`src/rtl/dmem_pkg.sv`:
```
// Shared sizes and FSM encoding for the data-memory arbiter.
package dmem_pkg;

    localparam int DMEM_DEPTH  = 32;
    localparam int DMEM_DATA_W = 32;
    localparam int DMEM_ADDR_W = 32;

    typedef enum logic [1:0] {
        IDLE,
        ACCESS,
        RESP
    } state_t;

endpackage

```
`src/rtl/rr_arb2.sv`:
```
// Two-way round-robin pick: on contention the requester that
// did not win last time is chosen.
module rr_arb2 (
    input  logic req0,
    input  logic req1,
    input  logic last_grant,
    output logic grant_valid,
    output logic grant_idx
);

    assign grant_valid = req0 | req1;
    assign grant_idx   = (req0 & req1) ? ~last_grant : req1;

endmodule

```
`src/rtl/dmem_arbiter.sv`:
```
// Round-robin sequencer between two requesters and the data memory.
// Strobes are registered and live for exactly one ACCESS cycle.
module dmem_arbiter
    import dmem_pkg::*;
#(
    parameter int DATA_W = DMEM_DATA_W,
    parameter int ADDR_W = DMEM_ADDR_W,
    parameter int DEPTH  = DMEM_DEPTH
) (
    input  logic              clk,
    input  logic              rst,
    input  logic              req0,
    input  logic              req1,
    input  logic              we0,
    input  logic              we1,
    input  logic [ADDR_W-1:0] addr0,
    input  logic [ADDR_W-1:0] addr1,
    input  logic [DATA_W-1:0] wdata0,
    input  logic [DATA_W-1:0] wdata1,
    output logic              ack0,
    output logic              ack1,
    output logic              err0,
    output logic              err1,
    output logic [DATA_W-1:0] rdata,
    output logic [ADDR_W-1:0] mem_addr,
    output logic [DATA_W-1:0] mem_wdata,
    output logic              mem_read,
    output logic              mem_write,
    input  logic [DATA_W-1:0] mem_rdata
);

    localparam logic [ADDR_W-1:0] LP_DEPTH = ADDR_W'(DEPTH);

    state_t r_state;
    logic   r_last_grant;
    logic   r_sel;
    logic   r_we;
    logic   r_oor;

    logic              w_valid;
    logic              w_idx;
    logic              w_we;
    logic              w_oor;
    logic [ADDR_W-1:0] w_addr;
    logic [DATA_W-1:0] w_wdata;

    rr_arb2 u_arb (
        .req0        (req0),
        .req1        (req1),
        .last_grant  (r_last_grant),
        .grant_valid (w_valid),
        .grant_idx   (w_idx)
    );

    assign w_we    = w_idx ? we1    : we0;
    assign w_addr  = w_idx ? addr1  : addr0;
    assign w_wdata = w_idx ? wdata1 : wdata0;
    // Full-width compare so high address bits can never alias in range
    assign w_oor   = (w_addr >= LP_DEPTH);

    always_ff @(posedge clk) begin
        if (!rst) begin
            r_state      <= IDLE;
            r_last_grant <= 1'b1;
            r_sel        <= 1'b0;
            r_we         <= 1'b0;
            r_oor        <= 1'b0;
            ack0         <= 1'b0;
            ack1         <= 1'b0;
            err0         <= 1'b0;
            err1         <= 1'b0;
            mem_read     <= 1'b0;
            mem_write    <= 1'b0;
            rdata        <= '0;
            mem_addr     <= '0;
            mem_wdata    <= '0;
        end else begin
            ack0      <= 1'b0;
            ack1      <= 1'b0;
            err0      <= 1'b0;
            err1      <= 1'b0;
            mem_read  <= 1'b0;
            mem_write <= 1'b0;
            unique case (r_state)
                IDLE: begin
                    if (w_valid) begin
                        r_sel     <= w_idx;
                        r_we      <= w_we;
                        r_oor     <= w_oor;
                        mem_addr  <= w_addr;
                        mem_wdata <= w_wdata;
                        mem_read  <= !w_we && !w_oor;
                        mem_write <= w_we && !w_oor;
                        if (req0 && req1)
                            r_last_grant <= w_idx;
                        r_state   <= ACCESS;
                    end
                end
                ACCESS: begin
                    if (!r_we)
                        rdata <= r_oor ? '0 : mem_rdata;
                    ack0    <= !r_sel;
                    ack1    <= r_sel;
                    err0    <= !r_sel && r_oor;
                    err1    <= r_sel && r_oor;
                    r_state <= RESP;
                end
                RESP: begin
                    r_state <= IDLE;
                end
                default: begin
                    r_state <= IDLE;
                end
            endcase
        end
    end

endmodule

```
`config.mk`:
```
export PLATFORM = sky130hd
export DESIGN_NAME = dmem_arbiter
export DESIGN_NICKNAME = d
export VERILOG_FILES = /design/src/rtl/dmem_pkg.sv /design/src/rtl/rr_arb2.sv /design/src/rtl/dmem_arbiter.sv
export SDC_FILE = /design/constraint.sdc
export NUM_CORES = 1
export LEC_CHECK = 0
export ABC_AREA = 1
export BUFFER_PORTS_ARGS = -buffer_cell sky130_fd_sc_hd__buf_2
export CAP_MARGIN = 20
export CORE_UTILIZATION = 44
export DETAILED_ROUTE_END_ITERATION = 16
export GPL_TIMING_DRIVEN = 0
export MAX_ROUTING_LAYER = met4
export PLACE_DENSITY = 0.81
export SLEW_MARGIN = 20
export SYNTH_ARGS = -nofsm -noshare
export SYNTH_HDL_FRONTEND = slang
export SYNTH_HIERARCHICAL = 1
export SYNTH_SLANG_ARGS = --single-unit
```
`constraint.sdc`:
```
create_clock -name clk -period 1.86 [get_ports clk]
set_input_delay 0.372 -clock clk [delete_from_list [all_inputs] [get_ports clk]]
set_output_delay 0.372 -clock clk [all_outputs]
set_load 0.02 [all_outputs]
```
==> results of run 1 <==
## metal layers
| metal | GRT usage [%] | vias up | part of all wire [%] |
|---|---|---|---|
| met3 | 4.37 | 24 | 5.4 |
| li1 | - | 2655 | - |
| met1 | 32.2 | 2364 | 43 |
| met2 | 46.0 | 191 | 49 |
| met5 | - | - | 0 |
| met4 | 8.75 | 0 | 2.1 |
## report_power, final
part           total, uW  internal (uW)  switching (uW)  leakage [uW]
clock               1500            708             792      0.000104
combinational       1400            511             892       0.00228
sequential          2630           2520             102      0.000891
total               5530           3740            1790       0.00328
## cells by family after synthesis
group                  count (synthesis)  synth area share [%]
flip-flops                           108                  46.7
AO/OA/AOI/OAI                        149                  18.7
buffers and inverters                104                  10.3
AND/OR/NAND/NOR                      273                  24.3
## state kept, by name, summed over array words and instances (netlist names), 2 cells and up
name / flops
mem_addr: 32
mem_wdata: 32
r_state: 2
rdata: 32
## worst max path at each step
stage / start / endpoint / slack (ps) / cells after the start
CTS: r_last_grant$_SDFFE_PN1P_ / mem_read$_SDFF_PN0_ / 110 / 9
finish: r_last_grant$_SDFFE_PN1P_ / mem_read$_SDFF_PN0_ / 170 / 9
global placement: req1 / mem_read$_SDFF_PN0_ / -40 / 11
floorplan: req1 / r_we$_SDFFE_PN0P_ / 320 / 9
global route: r_last_grant$_SDFFE_PN1P_ / mem_write$_SDFF_PN0_ / 30 / 9
detailed placement: req1 / mem_read$_SDFF_PN0_ / -30 / 11
## worst max-delay path: cells and delay by family (launching register included)
family	cells	cell delay, ps
AOI/OAI and AO/OA	2	220
buffers and inverters	2	290
and+or+nand+nor	5	760
DFF	1	370
## per-stage QoR
step | total power [uW] | setup WS (ps)
floorplan | 3510 | 321
global placement | 4060 | -42.8
detailed placement | 4070 | -32.1
CTS | 5550 | 111
global route | 5820 | 26.8
finish | 5530 | 172
## placed cells by master (no fill, tap or decap)
master and count:
buf_4 6, nand4_1 32, inv_6 3, inv_1 50
a21oi_2 1, nand2_1 188, clkinv_1 3, nor3_1 2
buf_6 6, bufinv_16 1, a211oi_1 27, or2_1 4
clkbuf_1 25, a21oi_1 35, o21a_1 1, nand3_1 4
clkbuf_2 1, o211ai_1 1, clkbuf_8 11, o21ai_1 8
clkinvlp_4 1, or2_2 1, nor2_2 1, o21ai_0 39
buf_2 281, a31oi_1 37, dfxtp_1 108, nor2_1 41
## what timing repair did
action	4_1_cts	5_1_grt
buffers inserted	0	1
setup endpoints to repair	0	4
resized for setup	0	1
hold endpoints to repair	0	0
## layout make-up
type	count	area [um2]	share of cell area, %
buffer	50	270	4.25
clock buffer	12	155	2.44
clock inverter	4	55.1	0.866
inverter	54	208	3.27
multi-input combinational	422	2000	31.4
sequential	108	2160	34.0
tap	136	170	2.68
timing repair buffer	268	1340	21.1
==> results.sh, run 1 <==
export IMPL_status="completed"
export IMPL_grt_total_usage_pct=26.9
export IMPL_vdd_drop_max_uv=432
export IMPL_hold_path_class="input pin to register"
export IMPL_ys_warnings_count=6
export IMPL_rows=37
export IMPL_place_inst=1037
export IMPL_syn_inst=634
export IMPL_cts_tree="built"
export IMPL_critPathMaxStageDelay_ps=370
export IMPL_hold_viol=0
export IMPL_gr_total_overflow=0
export IMPL_holdPathEnd="mem_wdata[10]$_SDFFE_PN0P_"
export IMPL_vias=5234
export IMPL_synth_nets=800
export IMPL_num_io_pins=268
export IMPL_reg2reg_from="r_last_grant$_SDFFE_PN1P_"
export IMPL_synth_avg_cell_area_um2=7.31
export IMPL_rsz0062_at_grt="false"
export IMPL_cts_sinks=108
export IMPL_ys_async_sr_fraction_pct=0
export IMPL_worstSetupEndpointType="register"
export IMPL_cp_cell_sequence="a21oi_2 > buf_6 > buf_4 > or2_1 > o21ai_1 > nand3_1 > nor2_1 > nand3_1 > nor2_1"
export IMPL_routedWlPerCell_um=13.6
export IMPL_utilization_pct=61.9
export IMPL_fin_worst_skew_ps=12.5
export IMPL_r2r_end="mem_read$_SDFF_PN0_"
export IMPL_final_setup_viol_count=0
export IMPL_slowest_stage="dfxtp_1"
export IMPL_reg2reg_depth=9
export IMPL_netlist_top_cells_area="dfxtp_1, nand2_1, a31oi_1"
export IMPL_yosysTopAreaCell="dfxtp_1"
export IMPL_initial_core_util_pct=45.1
export IMPL_root_buffer="clkbuf_8"
export IMPL_grt_max_degree=18
export IMPL_fill_cells=1038
export IMPL_area_growth_pct=37.3
export IMPL_drc_errors=0
export IMPL_place_area_um2=6140
export IMPL_seq_area_frac_synth_pct=46.7
export IMPL_fin_hold_ws_ps=254
export IMPL_r2r_slack_ps=170
export IMPL_cts_max_level=3
export IMPL_synthTopCellsByCount="nand2_1, dfxtp_1, inv_1"
export IMPL_finalNonFillerCells=1054
export IMPL_drive_gt1_share_pct=34.1
export IMPL_synth_top_cell_area_share_pct=46.7
export IMPL_hold_buffers=0
export IMPL_criticalPathCategory="register to register"
export IMPL_grt_pass1_wl_um=23000
export IMPL_clock_path_buffers=2
export IMPL_vias_per_cell=4.97
export IMPL_crit_path_start_kind="register"
export IMPL_period_minus_slack_ps=1690
export IMPL_cts_buffers=9
export IMPL_place_congestion=0.879
export IMPL_cp_max_fo=5
export IMPL_port_buffers=267
export IMPL_nNetsFinal=1079
export IMPL_p_per_area_nw_per_um2=869
export IMPL_maxCapViolCount=0
export IMPL_grt_antenna_before_repair=0
export IMPL_fmax_ghz=0.592
export IMPL_die_y_um=105
export IMPL_slew_violations=0
export IMPL_die_area_um2=10900
export IMPL_critPathRequiredTime_ps=2160
export IMPL_synth_cell_type_count=24
export IMPL_synth_edf_count=0
export IMPL_worstHoldStart="wdata0[10]"
export IMPL_tns_ps=0
export IMPL_diodes=0
export IMPL_leakagePower_uw=0.00328
export IMPL_grt_pass1_vias=4924
export IMPL_cts_clk_slew_worst_paths_ps=110
export IMPL_slew_limit_headroom_pct=64.5
export IMPL_ys_ff_latch=108
export IMPL_drt_total_wl_um=14300
export IMPL_dr_pass1_iters=4
export IMPL_dp_final_hpwl_um=11100
export IMPL_clk_latency_ps=370
export IMPL_synth_ff_type="dfxtp_1"
export IMPL_drtIter0Drc=217
export IMPL_synth_most_common_cell="nand2_1"
export IMPL_antenna_left=0
export IMPL_die_x_um=105
export IMPL_fin_area_um2=6360
export IMPL_worst_pin_slew_ps=532
export IMPL_critPathArrivalTime_ps=1990
export IMPL_holdPathStages=3
export IMPL_syn_area_um2=4630
export IMPL_core_region_area_um2=10300
export IMPL_min_period_over_period_pct=90.8
(Power assumes the default switching activity.)
==> run 2: changes to the inputs <==
--- a/config.mk
+++ b/config.mk
@@ -8,9 +8,11 @@
 export ABC_AREA = 1
 export BUFFER_PORTS_ARGS = -buffer_cell sky130_fd_sc_hd__buf_2
 export CAP_MARGIN = 20
+export CORE_MARGIN = 2
 export CORE_UTILIZATION = 44
 export DETAILED_ROUTE_END_ITERATION = 16
 export GPL_TIMING_DRIVEN = 0
+export HOLD_SLACK_MARGIN = 0.03
 export MAX_ROUTING_LAYER = met4
 export PLACE_DENSITY = 0.81
 export SLEW_MARGIN = 20
==> run 2 against run 1 <==
Compared with the run above:
- design area increased by 0.31%
- combinational power is essentially flat
- worst hold slack got worse by 4.6 ps
- register-to-register slack about the same
- via count grew 0.27%
- clock skew rose by 4.0 ps
- sequential share of layout area shrank 0.11 points
- clock-buffer cell count down 2
- clock power is 5% lower
- largest cell class unchanged
==> results.sh, run 2 (synthesis results as in run 1) <==
export IMPL_clk_latency_ps=370
export IMPL_fin_hold_ws_ps=250
export IMPL_criticalPathCategory="register to register"
export IMPL_grt_antenna_before_repair=1
export IMPL_min_period_over_period_pct=90.6
export IMPL_p_clk_share_pct=26.1
export IMPL_grt_total_usage_pct=26.1
export IMPL_fill_cells=1033
export IMPL_period_minus_slack_ps=1690
export IMPL_slew_limit_headroom_pct=62.4
export IMPL_layout_common_cells="buf_2, nand2_1, dfxtp_1, inv_1, nor2_1"
export IMPL_fin_area_um2=6380
export IMPL_p_seq_share_pct=47.9
export IMPL_root_buffer="clkbuf_8"
export IMPL_grt_pass1_vias=4969
export IMPL_gr_total_overflow=0
export IMPL_die_y_um=107
export IMPL_dp_final_hpwl_um=11500
export IMPL_cp_max_fo=4
export IMPL_port_buffers=267
export IMPL_status="completed"
export IMPL_pre_cts_ws_ps=-71.0
export IMPL_finalNonFillerCells=1054
export IMPL_p_sw_share_pct=32.7
export IMPL_vias=5248
export IMPL_p_int_uw=3690
export IMPL_crit_path_start_kind="register"
export IMPL_cts_buffers=9
export IMPL_drt_total_wl_um=15000
export IMPL_critPathRequiredTime_ps=2120
export IMPL_rsz0062_at_grt="false"
export IMPL_die_x_um=107
export IMPL_fin_ws_ps=174
export IMPL_initial_core_util_pct=45.1
export IMPL_leakagePower_uw=0.00328
export IMPL_cts_tree="built"
export IMPL_antenna_left=0
export IMPL_critPathArrivalTime_ps=1950
export IMPL_switchingPower_uw=1790
export IMPL_area_growth_pct=37.7
export IMPL_r2r_slack_ps=170
export IMPL_grt_pass1_wl_um=23200
export IMPL_worstSetupEndpointType="register"
export IMPL_vdd_drop_max_uv=417
export IMPL_final_common_cell="buf_2"
export IMPL_drtIter0Drc=328
export IMPL_clock_path_buffers=2
export IMPL_endpoint="r_oor$_SDFFE_PN0P_"
export IMPL_final_setup_viol_count=0
export IMPL_reg2reg_depth=10
export IMPL_dr_pass1_iters=5
export IMPL_maxCapViolCount=0
export IMPL_hold_viol=0
export IMPL_reg2reg_from="r_last_grant$_SDFFE_PN1P_"
export IMPL_worst_pin_slew_ps=564
export IMPL_drc_errors=0
export IMPL_drive_gt1_share_pct=34.8
export IMPL_grt_max_degree=17
export IMPL_r2r_end="r_oor$_SDFFE_PN0P_"
export IMPL_pwr_share_comb_pct=26.0
export IMPL_place_inst=1037
export IMPL_vias_per_cell=4.98
export IMPL_cts_clk_slew_worst_paths_ps=110
export IMPL_critPathLaunch="r_last_grant$_SDFFE_PN1P_"
export IMPL_fmax_ghz=0.593
export IMPL_die_area_um2=11400
export IMPL_reg_top3="mem_addr: 32 flops, mem_wdata: 32 flops, rdata: 32 flops"
export IMPL_core_region_area_um2=10300
export IMPL_cts_sinks=108
export IMPL_place_congestion=0.888
export IMPL_nNetsFinal=1080
export IMPL_place_area_um2=6140
export IMPL_fin_worst_skew_ps=16.5
export IMPL_p_per_area_nw_per_um2=859
export IMPL_hold_buffers=0
export IMPL_rows=37
export IMPL_hold_path_class="input pin to register"
export IMPL_num_io_pins=268
export IMPL_routedWlPerCell_um=14.2
export IMPL_slew_violations=0
export IMPL_cts_max_level=3
run 2: final cells by class:
type	instances	area, um2	area share, %
clock inverters	4	51.3	0.804
well taps	136	170	2.67
multi-input cells	422	2030	31.8
inverters	54	208	3.26
plain buffers	50	274	4.29
diodes	1	2.50	0.0392
flip-flops and latches	108	2160	33.9
repair buffers	269	1350	21.1
clock buffers	10	138	2.16
run 2: worst min-delay path by stage:
stage                             from                         end  slack, ps  depth (start not counted)
floorplan           r_sel$_SDFFE_PN0P_             ack0$_SDFF_PN0_        410                          1
global placement    r_sel$_SDFFE_PN0P_             ack0$_SDFF_PN0_        430                          1
detailed placement  r_sel$_SDFFE_PN0P_             ack0$_SDFF_PN0_        440                          1
CTS                         wdata0[20]  mem_wdata[20]$_SDFFE_PN0P_        240                          3
global route                  addr1[1]    mem_addr[1]$_SDFFE_PN0P_        250                          3
finish                      wdata0[13]  mem_wdata[13]$_SDFFE_PN0P_        250                          3
run 2: repair_timing:
action                     in CTS  in global routing
setup endpoints to repair       0                  6
gates resized for setup         0                  9
buffers inserted                0                  1
run 2: power by group through the flow:
stage	logic (uW)	registers (uW)	clock network (uW)
finish	1430	2620	1430
global route	1570	2650	1540
CTS	1410	2620	1450
detailed placement	1410	2670	0
global placement	1400	2670	0
floorplan	599	2910	0
run 2: stage by stage:
step	total power (uW)	utilization (%)	TNS, ps
after global placement	4070	59.7	-202
after CTS	5490	61.6	0
final	5480	62.1	0
after global routing	5760	62.1	0
after detailed placement	4080	59.7	-680
after floorplan	3510	-	0
run 2: critical path, cell delays in order (launching register included):
cell     delay (ps)
dfxtp_1         390
a21oi_4          80
buf_4           140
buf_2           140
or2_1           220
o21ai_1         130
nand3_1         120
nor2_2          170
nand3_1          90
nand2_1          60
inv_1            30
run 2: per-layer routing:
layer	vias to the layer above	GRT usage [%]	wire length, um
li1	2660	-	-
met1	2344	30.6	6280
met2	207	44.1	7220
met3	37	4.98	1040
met4	0	10.5	416
met5	-	-	0
==> run 3: changes to the inputs <==
--- a/config.mk
+++ b/config.mk
@@ -14,7 +14,7 @@
 export GPL_TIMING_DRIVEN = 0
 export HOLD_SLACK_MARGIN = 0.03
 export MAX_ROUTING_LAYER = met4
-export PLACE_DENSITY = 0.81
+export PLACE_DENSITY = 0.8
 export SLEW_MARGIN = 20
 export SYNTH_ARGS = -nofsm -noshare
 export SYNTH_HDL_FRONTEND = slang
==> run 3 against run 2 <==
Compared with the run above:
- flip-flop and latch count unchanged
- clock skew shrank 2.3 ps
- routed wire length fell by 0.80%
- critical path type unchanged
- critical endpoint unchanged
==> results.sh, run 3 (synthesis results as in run 1) <==
export IMPL_cp_max_fo=10
export IMPL_rsz0062_at_grt="false"
export IMPL_die_y_um=107
export IMPL_crit_path_start_kind="register"
export IMPL_hold_viol=0
export IMPL_grt_use_met3_pct=4.92
export IMPL_rows=37
export IMPL_multiInputGateArea_um2=2010
export IMPL_cts_sinks=108
export IMPL_register_area_um2=2160
export IMPL_grt_pass1_wl_um=23500
export IMPL_critPathRequiredTime_ps=2120
export IMPL_dp_final_hpwl_um=11400
export IMPL_critPathArrivalTime_ps=1930
export IMPL_status="completed"
export IMPL_slew_violations=0
export IMPL_reg2reg_from="r_last_grant$_SDFFE_PN1P_"
export IMPL_period_minus_slack_ps=1670
export IMPL_fin_area_um2=6370
export IMPL_use_met2_pct=45.5
export IMPL_grt_max_degree=19
export IMPL_clk_latency_ps=360
export IMPL_gr_total_overflow=0
export IMPL_num_io_pins=268
export IMPL_root_buffer="clkbuf_8"
export IMPL_vias_per_cell=4.96
export IMPL_criticalPathCategory="register to register"
export IMPL_antenna_left=0
export IMPL_worstSetupEndpointType="register"
export IMPL_p_per_area_nw_per_um2=863
export IMPL_leakagePower_uw=0.00329
export IMPL_cts_clk_slew_worst_paths_ps=110
export IMPL_top_usage_layer="met2"
export IMPL_fill_cells=1010
export IMPL_drtIter0Drc=268
export IMPL_grt_antenna_before_repair=0
export IMPL_vdd_drop_max_uv=506
export IMPL_drt_total_wl_um=14800
export IMPL_cts_tree="built"
export IMPL_drive_gt1_share_pct=34.5
export IMPL_cts_buffers=9
export IMPL_hold_path_class="input pin to register"
export IMPL_slew_limit_headroom_pct=59.4
export IMPL_grt_total_usage_pct=26.7
export IMPL_area_growth_pct=37.5
export IMPL_hold_buffers=0
export IMPL_port_buffers=267
export IMPL_cts_max_level=3
export IMPL_vias=5235
export IMPL_use_met1_pct=32.3
export IMPL_initial_core_util_pct=45.1
export IMPL_reg2reg_depth=10
export IMPL_die_area_um2=11400
export IMPL_utilization_pct=62.0
export IMPL_fin_worst_skew_ps=14.2
export IMPL_dr_pass1_iters=4
export IMPL_holdPathStages=3
export IMPL_maxCapViolCount=0
export IMPL_drc_errors=0
export IMPL_final_setup_viol_count=0
export IMPL_core_region_area_um2=10300
export IMPL_layout_common_cells="buf_2, nand2_1, dfxtp_1, inv_1, nor2_1"
export IMPL_grt_pass1_vias=4907
export IMPL_place_congestion=0.838
export IMPL_reg_top3="mem_addr: 32 flops, mem_wdata: 32 flops, rdata: 32 flops"
export IMPL_die_x_um=107
export IMPL_worstHoldStart="addr0[3]"
export IMPL_routedWlPerCell_um=14.1
export IMPL_worst_pin_slew_ps=609
export IMPL_diodes=0
export IMPL_fmax_ghz=0.600
export IMPL_final_common_cell="buf_2"
export IMPL_min_period_over_period_pct=89.7
export IMPL_place_area_um2=6140
export IMPL_clock_path_buffers=2
export IMPL_nNetsFinal=1080
export IMPL_critPathLaunch="r_last_grant$_SDFFE_PN1P_"
==> run 3: changes by cell type in the layout (fill, tap and decap cells not counted), sizes merged <==
cell and change:
clkinvlp -1, inv +2, clkinv +2, diode -1
clkbuf -1
==> run 3: cell type report <==
type	instances	area share (%)
Clock inverter	7	1.18
Sequential cell	108	33.9
Tap cell	136	2.67
Buffer	50	4.30
Timing Repair Buffer	269	21.2
Clock buffer	9	1.94
Multi-Input combinational cell	422	31.5
Inverter	54	3.26
==> run 3: path summary, 6_finish.rpt <==
kind                         endpoint  slack [ps]
max                r_oor$_SDFFE_PN0P_         190
min          mem_addr[3]$_SDFFE_PN0P_         260
max reg2reg        r_oor$_SDFFE_PN0P_         190
min reg2reg           ack0$_SDFF_PN0_         460
==> run 3: per-stage QoR <==
step                setup WS (ps)  instances  hold WS, ps  power, uW  setup TNS [ps]
detailed placement          -35.4       1037          436       4080            -147
finish                        192       1055          257       5500               0
global route                 3.17       1055          242       5800               0
CTS                           125       1053          239       5520               0
global placement            -31.3       1037          432       4070           -80.2
floorplan                     321        634          413       3510               0
==> run 3: report_power, final <==
part / internal, uW / switching [uW]
registers: 2520 / 98.2
logic: 515 / 908
clock network: 634 / 822
==> run 3: timing repair <==
item                                    4_1_cts  5_1_grt
buffers inserted                              0        1
resized for setup                             0        5
endpoints found under the setup margin        0        3
==> run 3: per-layer routing <==
layer	routed length [um]	vias to the layer above
met5	0	-
met4	254	0
met3	1010	21
met2	7320	205
met1	6250	2347
li1	-	2662
==> run 3: critical path: stages (launching register included) <==
cell and delay (ps):
dfxtp_1 350, a21oi_4 150, buf_6 160, inv_6 60, buf_6 150, o21ai_1 240
nand3_1 130, nor2_2 150, nand3_1 90, nand2_1 60, inv_1 30
